<file path="config.mk">
export PLATFORM = sky130hd
export DESIGN_NAME = muldiv_unit
export DESIGN_NICKNAME = d
export VERILOG_FILES = /design/src/rtl/muldiv_unit.sv
export SDC_FILE = /design/constraint.sdc
export NUM_CORES = 1
export LEC_CHECK = 0
export BUFFER_PORTS_ARGS = -buffer_cell sky130_fd_sc_hd__buf_2
export CAP_MARGIN = 5
export CORE_MARGIN = 4
export CORE_UTILIZATION = 50
export DETAILED_ROUTE_END_ITERATION = 10
export PLACE_DENSITY = 0.71
export SKIP_LAST_GASP = 1
export SLEW_MARGIN = 5
export SYNTH_ARGS = -nofsm -noshare
export SYNTH_HDL_FRONTEND = slang
export SYNTH_SLANG_ARGS = --single-unit
export TNS_END_PERCENT = 20
</file>
<file path="constraint.sdc">
create_clock -name clk -period 7.3 [get_ports clk]
set_input_delay 0.73 -clock clk [delete_from_list [all_inputs] [get_ports clk]]
set_output_delay 0.73 -clock clk [all_outputs]
set_load 0.01 [all_outputs]
</file>
<file path="src/rtl/muldiv_unit.sv">
// Iterative RISC-V M-extension multiply/divide unit.
// One shift-add (multiply) or restoring shift-subtract (divide) step per clock,
// so every operation takes exactly XLEN iterations regardless of operand values.
// Signed operands are reduced to magnitudes at capture, and the sign is restored
// when the result is registered.
module muldiv_unit #(
   parameter int XLEN = 32
) (
   input  logic            clk,
   input  logic            reset,
   input  logic            start,
   input  logic [2:0]      funct3,
   input  logic [XLEN-1:0] rs1Data,
   input  logic [XLEN-1:0] rs2Data,
   input  logic            flush,
   output logic            busy,
   output logic            done,
   output logic [XLEN-1:0] result
);

   localparam int CW = $clog2(XLEN) + 1;

   typedef enum logic [1:0] {IDLE, CALC, DONE} stateType;

   stateType          state;
   logic [2:0]        op;
   logic [XLEN-1:0]   operand;    // multiplicand magnitude or divisor magnitude
   logic [2*XLEN-1:0] acc;        // {partial product, multiplier} or {remainder, quotient}
   logic [CW-1:0]     count;
   logic              negResult;  // result must be negated on completion
   logic              divZero;

   logic              rs1Signed, rs2Signed, rs1Neg, rs2Neg;
   logic [XLEN-1:0]   rs1Abs, rs2Abs;
   logic [XLEN:0]     addSum, trialDiff;
   logic [2*XLEN-1:0] accNext, prodSigned;
   logic [XLEN-1:0]   quot, remd, finalResult;

   // Operand signedness and magnitudes for the operation being requested.
   // NOTE: every always_comb output gets a default first, so no path can infer a latch.
   always_comb begin
      rs1Signed = (funct3 == 3'b001) || (funct3 == 3'b010) ||
                  (funct3 == 3'b100) || (funct3 == 3'b110);
      rs2Signed = (funct3 == 3'b001) || (funct3 == 3'b100) || (funct3 == 3'b110);
      rs1Neg    = rs1Signed && rs1Data[XLEN-1];
      rs2Neg    = rs2Signed && rs2Data[XLEN-1];
      rs1Abs    = rs1Neg ? -rs1Data : rs1Data;
      rs2Abs    = rs2Neg ? -rs2Data : rs2Data;
   end

   // One iteration of the datapath: shift-add for multiply, restoring subtract for divide.
   always_comb begin
      addSum    = '0;
      trialDiff = '0;
      accNext   = acc;
      if (op[2]) begin
         // Shift the next dividend bit into the remainder and try the subtraction.
         trialDiff = acc[2*XLEN-1:XLEN-1] - {1'b0, operand};
         if (!trialDiff[XLEN]) begin
            accNext = {trialDiff[XLEN-1:0], acc[XLEN-2:0], 1'b1};
         end else begin
            accNext = {acc[2*XLEN-2:0], 1'b0};
         end
      end else begin
         // Add the multiplicand when the current multiplier bit is set, then shift right.
         addSum  = {1'b0, acc[2*XLEN-1:XLEN]} + (acc[0] ? {1'b0, operand} : '0);
         accNext = {addSum, acc[XLEN-1:1]};
      end
   end

   // Sign-corrected result as it will look after the final iteration.
   always_comb begin
      prodSigned  = negResult ? -accNext : accNext;
      quot        = negResult ? -accNext[XLEN-1:0] : accNext[XLEN-1:0];
      remd        = negResult ? -accNext[2*XLEN-1:XLEN] : accNext[2*XLEN-1:XLEN];
      finalResult = remd;
      case (op)
         3'b000:                 finalResult = prodSigned[XLEN-1:0];
         3'b001, 3'b010, 3'b011: finalResult = prodSigned[2*XLEN-1:XLEN];
         3'b100, 3'b101:         finalResult = divZero ? '1 : quot;
         default:                finalResult = remd;
      endcase
   end

   // Control FSM and datapath registers; reset beats flush, flush beats start.
   // NOTE: sequential state uses non-blocking assignments only, so every register
   // sees the pre-edge values of the others regardless of statement order.
   always_ff @(posedge clk) begin
      if (reset) begin
         // NOTE: the datapath registers are cleared too, not just the control state,
         // so nothing from an aborted operation survives a reset.
         state     <= IDLE;
         busy      <= 1'b0;
         done      <= 1'b0;
         result    <= '0;
         op        <= '0;
         operand   <= '0;
         acc       <= '0;
         count     <= '0;
         negResult <= 1'b0;
         divZero   <= 1'b0;
      end else if (flush) begin
         state <= IDLE;
         busy  <= 1'b0;
         done  <= 1'b0;
      end else begin
         case (state)
            IDLE: begin
               done <= 1'b0;
               if (start) begin
                  state     <= CALC;
                  busy      <= 1'b1;
                  op        <= funct3;
                  count     <= '0;
                  negResult <= (funct3 == 3'b110) ? rs1Neg : (rs1Neg ^ rs2Neg);
                  divZero   <= (rs2Data == '0);
                  if (funct3[2]) begin
                     operand <= rs2Abs;
                     acc     <= {{XLEN{1'b0}}, rs1Abs};
                  end else begin
                     operand <= rs1Abs;
                     acc     <= {{XLEN{1'b0}}, rs2Abs};
                  end
               end
            end
            CALC: begin
               acc   <= accNext;
               count <= count + 1'b1;
               if (count == CW'(XLEN - 1)) begin
                  state  <= DONE;
                  busy   <= 1'b0;
                  done   <= 1'b1;
                  result <= finalResult;
               end
            end
            DONE: begin
               state <= IDLE;
               done  <= 1'b0;
            end
            default: begin
               state <= IDLE;
               busy  <= 1'b0;
               done  <= 1'b0;
            end
         endcase
      end
   end

endmodule

</file>
==> qor.csv <==
stage,metric,value,unit
setup_path,CP Data Arrival Time,6.26,ns
die,Core ar.,28940,um^2
clock_network,CTS tree,built,
placement,port buffer count,104,
timing,clk_skew,0.01503,ns
cells_and_area,area of the multi-input gates,11190,um^2
timing,final period utilization,0.8059,
placement,GPL Wtd Cong,0.9870,
global_routing,GRT Total Usage,0.3349,
global_routing,vias in the first global route,15183,
logic_synthesis,Mapped Nets,2208,
timing,setup_tns,0,ns
setup_path,CP max-delay cell,nor2_1,
logic_synthesis,Post-synth EDFFs,0,
power,cell area power density,158.9,nW/um^2
route,DR iter-0 viols,1706,
run,MaxCap Viol Count,0,
die,num rows,62,
cells_and_area,Reg area,2868,um^2
clock_network,CTS resizes,0,
timing,RSZ-0062 raised after global routing,no,
route,Avg WL per Cell,22.85,um
power,peak supply drop,0.0001822,V
route,Routed Antenna Nets,0,
setup_path,CP required,7.68,ns
power,Reg power frac,0.327,
logic_synthesis,most common cell in the netlist,nand2_1,
timing,final setup violation count,0,
clock_network,CTS max path bufs,2,
die,# IOs,105,
die,die area,32430,um^2
clock_network,TritonCTS Buffers,17,
global_routing,GRT overflow,0,
route,Total Wirelength,56840,um
cells_and_area,layout cell share with drive strength beyond 1,0.1126,
setup_path,Critical Setup Path Class,reg -> reg,
clock_network,hold buffer count at CTS,0,
clock_network,Clock Root Buffer,clkbuf_16,
clock_network,postcts setup bufs,0,
placement,Post-DP HPWL,43440,um
logic_synthesis,cell accounting for the most synthesized area,dfxtp_1,
global_routing,initial antenna violation count,1,
global_routing,largest net degree at the start of global routing,85,
timing,final hold vios,0,
timing,Max Transition Viols Final,0,
timing,relative slew slack,0.1706,
setup_path,crit-path most repeated cell,or2_2,
setup_path,family with the most delay on the worst path,compound AO/OA/AOI/OAI gates,
die,chip width,180.1,um
clock_network,CTS Sinks,143,
global_routing,first-pass GRT wire length,87380,um
cells_and_area,area grow syn2layout,8.858,%
logic_synthesis,Netlist Area Pre-Place,14800,um^2
cells_and_area,# fillers,2807,
setup_path,CP cell instances,ha_1 > a21oi_1 > o21ai_0 > a2bb2oi_1 > a211oi_2 > a2111oi_2 > buf_4 > o21bai_1 > ha_1 > o21ai_0 > or2_2 > or2_2 > or2_2 > nand2b_1 > nor2_1 > nor2_1 > a211o_1 > a32oi_1 > nand2_1 > a21oi_1,
route,drt first pass iters,6,
setup_path,Buf/Inv on CP,1,
logic_synthesis,"FFs w/ async S/R, synth",0,
timing,"Min Clock Period, post-route",5.883,ns
logic_synthesis,largest cells by area after synthesis,"dfxtp_1 19%, nand2_1 6.2%, a21oi_1 5.9%, ha_1 5.8%, xnor2_1 5.6%",
power,Gate power share,0.314,
clock_network,CTS HTree Levels,4,
timing,fmax,170.0,MHz
clock_network,"Reg clk slew, reported paths",0.07,ns
die,Die Y,180.1,um
logic_synthesis,Synth cell types,96,
outcome,outcome,"complete, no violations",
setup_path,largest stage delay on the critical path,0.68,ns
logic_synthesis,"FF+latch count, synth",143,
logic_synthesis,post-synth top area share,0.1934,
worst_hold_path,Min-Delay Path Class,reg -> reg,
clock_network,clk_lat worst skew,0.45,ns
setup_path,CP Launch Type,flip-flop,
route,Remaining DRCs,0,
setup_path,worst-path fanout max,9,
route,via/cell ratio,6.541,
timing,hold slack,0.4377,ns
power,clock power share,0.359,
logic_synthesis,dominant synthesized flop cell,dfxtp_1,
power,switching power,958.2,uW
logic_synthesis,Gate Count Post-Synth,2066,
setup_path,endpoint class of the critical path,flip-flop,
power,overall power,2560,uW
logic_synthesis,Post-Syn Area per Cell,7.166,um^2
logic_synthesis,Yosys Warn Count,0,
route,Vias,16274,
die,Initial Util,0.5116,
power,net switching fraction of the power,0.3743,
power,LEAKAGE,0.006496,uW
cells_and_area,ant diodes,0,
power,cell-internal power,1602,uW
logic_synthesis,Post-synth top cells,"244 x nand2_1, 220 x nor2_1, 176 x a21oi_1",
logic_synthesis,sequential-to-total area share from yosys stat,0.1934,
cells_and_area,Final #Nets,2233,
timing,Slew @ Worst Pin,1.244,ns
routing by layer:
metal	global-route usage	part of all wire	vias to the layer above
li1	-	-	7622
met1	0.4284	0.41	7651
met2	0.5317	0.44	811
met3	0.07348	0.091	188
met4	0.1727	0.059	2
met5	0	0.00023	-
worst reg2reg max path, cell delays in order (launching register included):
cell,delay (ns)
dfxtp_1,0.45
ha_1,0.36
a21oi_1,0.29
o21ai_0,0.22
a2bb2oi_1,0.44
a211oi_2,0.22
a2111oi_2,0.31
buf_4,0.21
o21bai_1,0.14
ha_1,0.20
o21ai_0,0.10
or2_2,0.31
or2_2,0.34
or2_2,0.34
nand2b_1,0.22
nor2_1,0.68
nor2_1,0.20
a211o_1,0.35
a32oi_1,0.20
nand2_1,0.08
a21oi_1,0.14
through the flow:
step                std cells  utilization  cell area [um^2]  setup WS (ns)
CTS                      2488       0.5569             16120          1.594
finish                   2488       0.5569             16120          1.417
detailed placement       2456       0.5362             15520          1.615
global placement         2456       0.5362             15520          1.752
global route             2488       0.5569             16120          1.053
floorplan                2066            -             14800          2.397
power by group through the flow:
| stage | logic [uW] | clock network [uW] | registers (uW) |
|---|---|---|---|
| global route | 866 | 956 | 840 |
| CTS | 782 | 925 | 836 |
| global placement | 772 | 0 | 852 |
| finish | 803 | 919 | 837 |
| detailed placement | 778 | 0 | 854 |
| floorplan | 561 | 0 | 839 |
cell type report:
type / instances / share of cell area
clock buffers: 19 / 0.02748
clock inverters: 13 / 0.009705
inverters: 68 / 0.01584
multi-input cells: 1731 / 0.6946
flip-flops and latches: 143 / 0.1779
well taps: 384 / 0.02981
repair buffers: 130 / 0.04457
flip-flops by register name, indices dropped and copies added (netlist names):
| register | cells |
|---|---|
| divZero | 1 |
| negResult | 1 |
| result | 32 |
| state | 2 |
| done | 1 |
| count | 6 |
| op | 3 |
| acc | 64 |
| busy | 1 |
| operand | 32 |
placed cells by master, fill, tap and decap left out, drive strengths merged, types with 27 or more instances in the layout:
cell type  Yosys  routed
xor2          82      82
ha            69      69
o31ai         27      27
buf           30     130
inv           68      72
mux2i         39      39
dfxtp        143     143
nor2         220     220
a211oi        52      52
o211ai        34      34
nor3          75      75
or3           27      27
o21ai        143     143
a31oi         29      29
a21oi        178     178
and2          47      47
nand2        244     244
nand3         27      27
xnor2         95      95
kinds of logic (layout without fill, tap and decap cells):
group,after synthesis,count (layout),share of synthesized area
compound gates,666,666,0.3043
xor+xnor,177,177,0.1047
fa+ha+maj,71,71,0.06102
buf+inv,192,230,0.05223
flops,143,143,0.1934
mux,57,57,0.04116
simple gates,760,760,0.2432
worst paths after layout:
path | slack (ns) | endpoint | cells past startpoint | from
max | 1.42 | result[14] | 20 | acc[40]
min | 0.44 | result[23] | 2 | result[23]
max reg2reg | 1.42 | result[14] | 20 | acc[40]
min reg2reg | 0.44 | result[23] | 2 | result[23]
(Power assumes the default switching activity.)
